===== src/rtl/fifo_arb_pkg.sv =====
// Shared state encoding and default sizing for the FIFO write-port arbiter.
package fifo_arb_pkg;

  typedef enum logic {
    ARB_IDLE  = 1'b0,
    ARB_BURST = 1'b1
  } arb_state_e;

  localparam int DEF_DATA_WIDTH = 8;
  localparam int DEF_N_REQ      = 4;
  localparam int DEF_MAX_BURST  = 16;

endpackage


===== src/rtl/rr_pick.sv =====
// Rotating-priority encoder: first set req bit strictly after rr_ptr, wrapping.
// Purely combinational; no backpressure of its own.
module rr_pick
  import fifo_arb_pkg::*;
#(
  parameter int N_REQ = DEF_N_REQ,
  parameter int IDX_W = $clog2(N_REQ)
) (
  input  logic [N_REQ-1:0] req,
  input  logic [IDX_W-1:0] rr_ptr,
  output logic             vld,
  output logic [IDX_W-1:0] idx
);

  int               cand;
  logic [IDX_W-1:0] cand_idx;

  always_comb begin
    vld      = 1'b0;
    idx      = '0;
    cand     = 0;
    cand_idx = '0;
    // Walk farthest to nearest so the closest requester after rr_ptr wins last.
    for (int off = N_REQ; off >= 1; off--) begin
      cand     = (int'(rr_ptr) + off) % N_REQ;
      cand_idx = IDX_W'(cand);
      if (req[cand_idx]) begin
        vld = 1'b1;
        idx = cand_idx;
      end
    end
  end

endmodule


===== src/rtl/fifo_wr_arbiter.sv =====
// Round-robin, packet-atomic sharing of the FIFO write port; 1-cycle arbitration then 1 beat/cycle.
// FULL stalls the owner in place (no W_EN/ACK); FIFO_WR_ARB_MAX_BURST_EN caps beats per grant.
module fifo_wr_arbiter
  import fifo_arb_pkg::*;
#(
  parameter int DATA_WIDTH = DEF_DATA_WIDTH,
  parameter int N_REQ      = DEF_N_REQ,
  parameter int IDX_W      = $clog2(N_REQ),
  parameter int MAX_BURST  = DEF_MAX_BURST
) (
  input  logic                        W_CLK,
  input  logic                        W_RST_N,
  input  logic [N_REQ-1:0]            REQ,
  input  logic [N_REQ-1:0]            LAST,
  input  logic [N_REQ*DATA_WIDTH-1:0] DATA,
  input  logic                        FULL,
  output logic [N_REQ-1:0]            ACK,
  output logic [N_REQ-1:0]            GRANT,
  output logic                        W_EN,
  output logic [DATA_WIDTH-1:0]       W_DATA,
  output logic                        BUSY
);

  arb_state_e            state;
  logic [IDX_W-1:0]      gnt_idx;
  logic [IDX_W-1:0]      rr_ptr;
  logic [IDX_W-1:0]      pick_idx;
  logic                  pick_vld;
  logic                  busy;
  logic                  accept;
  logic                  burst_cap;
  logic                  release_gnt;
  logic [DATA_WIDTH-1:0] data_arr [N_REQ];

  for (genvar i = 0; i < N_REQ; i++) begin : g_unpack
    assign data_arr[i] = DATA[i*DATA_WIDTH +: DATA_WIDTH];
  end

  rr_pick #(
    .N_REQ (N_REQ),
    .IDX_W (IDX_W)
  ) u_pick (
    .req    (REQ),
    .rr_ptr (rr_ptr),
    .vld    (pick_vld),
    .idx    (pick_idx)
  );

  assign busy        = (state == ARB_BURST);
  assign accept      = busy & REQ[gnt_idx] & ~FULL;
  assign release_gnt = accept & (LAST[gnt_idx] | burst_cap);

  always_comb begin
    GRANT  = '0;
    ACK    = '0;
    W_DATA = '0;
    if (busy) begin
      GRANT[gnt_idx] = 1'b1;
      ACK[gnt_idx]   = accept;
      W_DATA         = data_arr[gnt_idx];
    end
  end

  assign W_EN = accept;
  assign BUSY = busy;

`ifdef FIFO_WR_ARB_MAX_BURST_EN
  logic [7:0] beat_cnt;

  always_ff @(posedge W_CLK or negedge W_RST_N) begin
    if (!W_RST_N) begin
      beat_cnt <= '0;
    end else if (!busy && pick_vld) begin
      beat_cnt <= '0;
    end else if (accept) begin
      beat_cnt <= beat_cnt + 8'd1;
    end
  end

  // Reaching the cap releases the port exactly as LAST would; the owner re-arbitrates.
  assign burst_cap = (({1'b0, beat_cnt} + 9'd1) == 9'(MAX_BURST));
`else
  assign burst_cap = 1'b0;
`endif

  always_ff @(posedge W_CLK or negedge W_RST_N) begin
    if (!W_RST_N) begin
      state   <= ARB_IDLE;
      gnt_idx <= '0;
      rr_ptr  <= IDX_W'(N_REQ - 1);
    end else if (!busy) begin
      if (pick_vld) begin
        gnt_idx <= pick_idx;
        state   <= ARB_BURST;
      end
    end else if (release_gnt) begin
      rr_ptr <= gnt_idx;
      state  <= ARB_IDLE;
    end
  end

  ack_onehot: assert property (@(posedge W_CLK) disable iff (!W_RST_N) $onehot0(ACK));
  no_wr_full: assert property (@(posedge W_CLK) disable iff (!W_RST_N) !(W_EN && FULL));
  max_burst_range: assert property (@(posedge W_CLK) (MAX_BURST >= 1) && (MAX_BURST <= 255));

endmodule


===== config.mk =====
export PLATFORM = sky130hd
export DESIGN_NAME = fifo_wr_arbiter
export DESIGN_NICKNAME = d
export VERILOG_FILES = /design/src/rtl/fifo_arb_pkg.sv /design/src/rtl/rr_pick.sv /design/src/rtl/fifo_wr_arbiter.sv
export SDC_FILE = /design/constraint.sdc
export NUM_CORES = 1
export LEC_CHECK = 0
export ABC_AREA = 1
export CORE_UTILIZATION = 34
export DETAILED_ROUTE_END_ITERATION = 16
export PLACE_DENSITY = 0.88
export SYNTH_ARGS = -nofsm -noshare
export SYNTH_HDL_FRONTEND = slang
export SYNTH_SLANG_ARGS = --single-unit

===== constraint.sdc =====
create_clock -name W_CLK -period 2.1 [get_ports W_CLK]
set_input_delay 0.525 -clock W_CLK [delete_from_list [all_inputs] [get_ports W_CLK]]
set_output_delay 0.525 -clock W_CLK [all_outputs]
set_load 0.03 [all_outputs]

==> results.json <==
{
  "r2r_cells": 8,
  "yosysWarnings": 0,
  "numCtsBuffers": 3,
  "vias_per_cell": 5.02,
  "clock-sinks": 5,
  "pre_cts_slack_ns": -0.0955,
  "wl_per_cell_um": 13.7,
  "vdd_drop_max_mv": 1.09,
  "worstSetupPathType": "input port to output pin",
  "grt_max_degree": 11,
  "crit_arrival_ns": 1.55,
  "ys_ff_latch": 5,
  "worstPathRequired_ns": 1.57,
  "syn2layout_area_growth_pct": 103,
  "synth_area_per_cell_um2": 5.60,
  "syn_area_um2": 733,
  "final.min_clock_period_ns": 2.08,
  "syn-instance-count": 131,
  "cts_max_path_buffers": 2,
  "rsz0062_at_grt": "yes",
  "cts-htree-levels": 1,
  "startpoint_type": "input port",
  "synth.top_cell.area_share": 0.302,
  "firstDrtPassIters": 4,
  "cts_tree": "yes",
  "layout-drive-gt1-share": 0.271,
  "antennaDiodeCount": 0,
  "skew_ns": 0.00138,
  "syn-num-nets": 174,
  "final_max_slew_viol_count": 0,
  "max_freq_mhz": 481,
  "layout.nets": 247,
  "placed_cell_area_um2": 1360,
  "grt_pass1_wl_mm": 4.93,
  "maxCapViolations": 0,
  "ios": 61,
  "synth_area_leaders": "nand2_1 (30%), dfrtp_1 (10%), a22oi_1 (9.2%)",
  "worstPathMaxFanout": 5,
  "wirelength_mm": 3.15,
  "std_cell_rows": 16,
  "gp_congestion": 0.902,
  "slew-limit-headroom": 0.788,
  "ant_nets": 0,
  "clk_pin_slew_ns": 0.04,
  "postCtsHoldBufs": 0,
  "setup_viol": 0,
  "synth_top_cell_by_area": "nand2_1",
  "start_util": 0.366,
  "power.density_nw_per_um2": 1460,
  "grt_pass1_vias": 1168,
  "final_util": 0.742,
  "antenna_found_initial": 0,
  "die_area_um2": 2350,
  "route.detailed.drc": 0,
  "layout_setup_ws_ns": 0.0231,
  "fp.coreArea_um2": 2000,
  "route.vias.total": 1155,
  "die_w_um": 48.4,
  "clk-insertion-delay-late_ns": 0.24,
  "regArea_um2": 130,
  "final_area_um2": 1490,
  "root_buffer": "clkbuf_4",
  "fin_hold_ws_ns": 0.505,
  "dp_hpwl_mm": 2.40,
  "setup.worst_path.end_class": "output pin",
  "fill_cells": 157,
  "fp.dieH_um": 48.4,
  "seq_area_frac_synth": 0.174,
  "worst_pin_slew_ns": 0.319,
  "numPortBuffers": 60,
  "outcome": "completed",
  "period_share": 0.989,
  "overflow": 0,
  "hp-class": "input port to asynchronous set/reset pin",
  "grt_usage": 0.261,
  "power.leakage_nw": 0.725,
  "fin_tns_setup_ns": 0,
  "finalHoldViolCount": 0,
  "multi_input_area_um2": 563,
  "drt_iter0_markers": 36,
  "synth_cell_types": 21
}
## cell families after synthesis
group	count (synthesis)	synth area share
and+or+nand+nor	84	0.480
AOI/OAI and AO/OA	21	0.213
DFF	5	0.174
buffers and inverters	21	0.133
## registers in the layout, indices dropped and copies added, names as in the netlist
signal / flops
gnt_idx: 2
BUSY: 1
rr_ptr: 2
## stage by stage
step | instances | power [W]
after floorplan | 131 | 0.00129
after global placement | 223 | 0.00183
after detailed placement | 223 | 0.00186
after CTS | 227 | 0.00198
after global routing | 230 | 0.00232
final | 230 | 0.00217
## cells in the final DEF (no fill, tap or decap), types with 2 or more instances in the layout
cell type and count:
nand2_1 57, clkdlybuf4s50_1 39, buf_4 23, inv_1 13, a22oi_1 8, a31oi_1 7, nor2_1 6, nand3_1 6
dlygate4sd2_1 6, nor2_2 4, buf_6 4, clkbuf_4 3, inv_2 2, nand2_2 2, a22oi_2 2, nor2_4 2
nand3_2 2, nand4_1 2, dfrtp_2 2, dfstp_2 2
## power breakdown
| group | internal, W | leakage, nW | switching (W) |
|---|---|---|---|
| Combinational | 0.000720 | 0.656 | 0.00110 |
| Sequential | 0.000159 | 0.0531 | 0.0000842 |
| Clock | 0.0000717 | 0.0150 | 0.0000375 |
## Yosys cell counts
library cell,count
nand3_1,6
buf_4,1
nand3_2,2
o21ai_1,1
nand2_1,59
and2_4,1
nand4_1,2
a22oi_2,1
dfrtp_1,3
a22oi_1,9
nor2_1,12
a31oi_1,8
nand3b_1,1
inv_1,14
dfstp_2,2
o211ai_2,1
buf_6,2
nand2_2,1
a21oi_2,1
inv_2,3
clkbuf_1,1
## worst max-delay path, cell delays in order
cell and delay (ns):
clkdlybuf4s50_1 0.43, nor2_2 0.20, nand2_4 0.12, nor2_1 0.11, buf_4 0.16
## path summary, 6_finish.rpt
kind                                       startpoint                endpoint  slack (ns)
worst max-delay path                             FULL                  ACK[1]        0.02
worst min-delay path                          W_RST_N  gnt_idx[0]$_DFFE_PN0P_        0.51
worst max register to register  rr_ptr[0]$_DFFE_PN1P_  gnt_idx[1]$_DFFE_PN0P_        0.57
worst min register to register  rr_ptr[1]$_DFFE_PN1P_   rr_ptr[1]$_DFFE_PN1P_        0.52
max in group asynchronous                     W_RST_N   rr_ptr[1]$_DFFE_PN1P_        1.34
min in group W_CLK              rr_ptr[1]$_DFFE_PN1P_   rr_ptr[1]$_DFFE_PN1P_        0.52
## layout make-up
type                    count  share of cell area
repair buffers             72               0.445
clock buffers               4              0.0177
flip-flops and latches      5              0.0876
well taps                  27              0.0227
inverters                  17              0.0480
multi-input cells         105               0.379
## repair_timing
item	CTS	global route
setup buffers	0	3
gates cloned	0	0
endpoints found under the hold margin	0	0
setup endpoints to repair	7	14
resized for setup	9	21
pin swaps	4	3
## routing by layer
layer	vias up	track usage	wire, um
met2	41	0.500	1720
met1	529	0.276	1200
li1	577	-	-
met3	8	0.0409	120
met5	-	0	0
met4	0	0.118	108
Power figures use the tool's default switching activity.
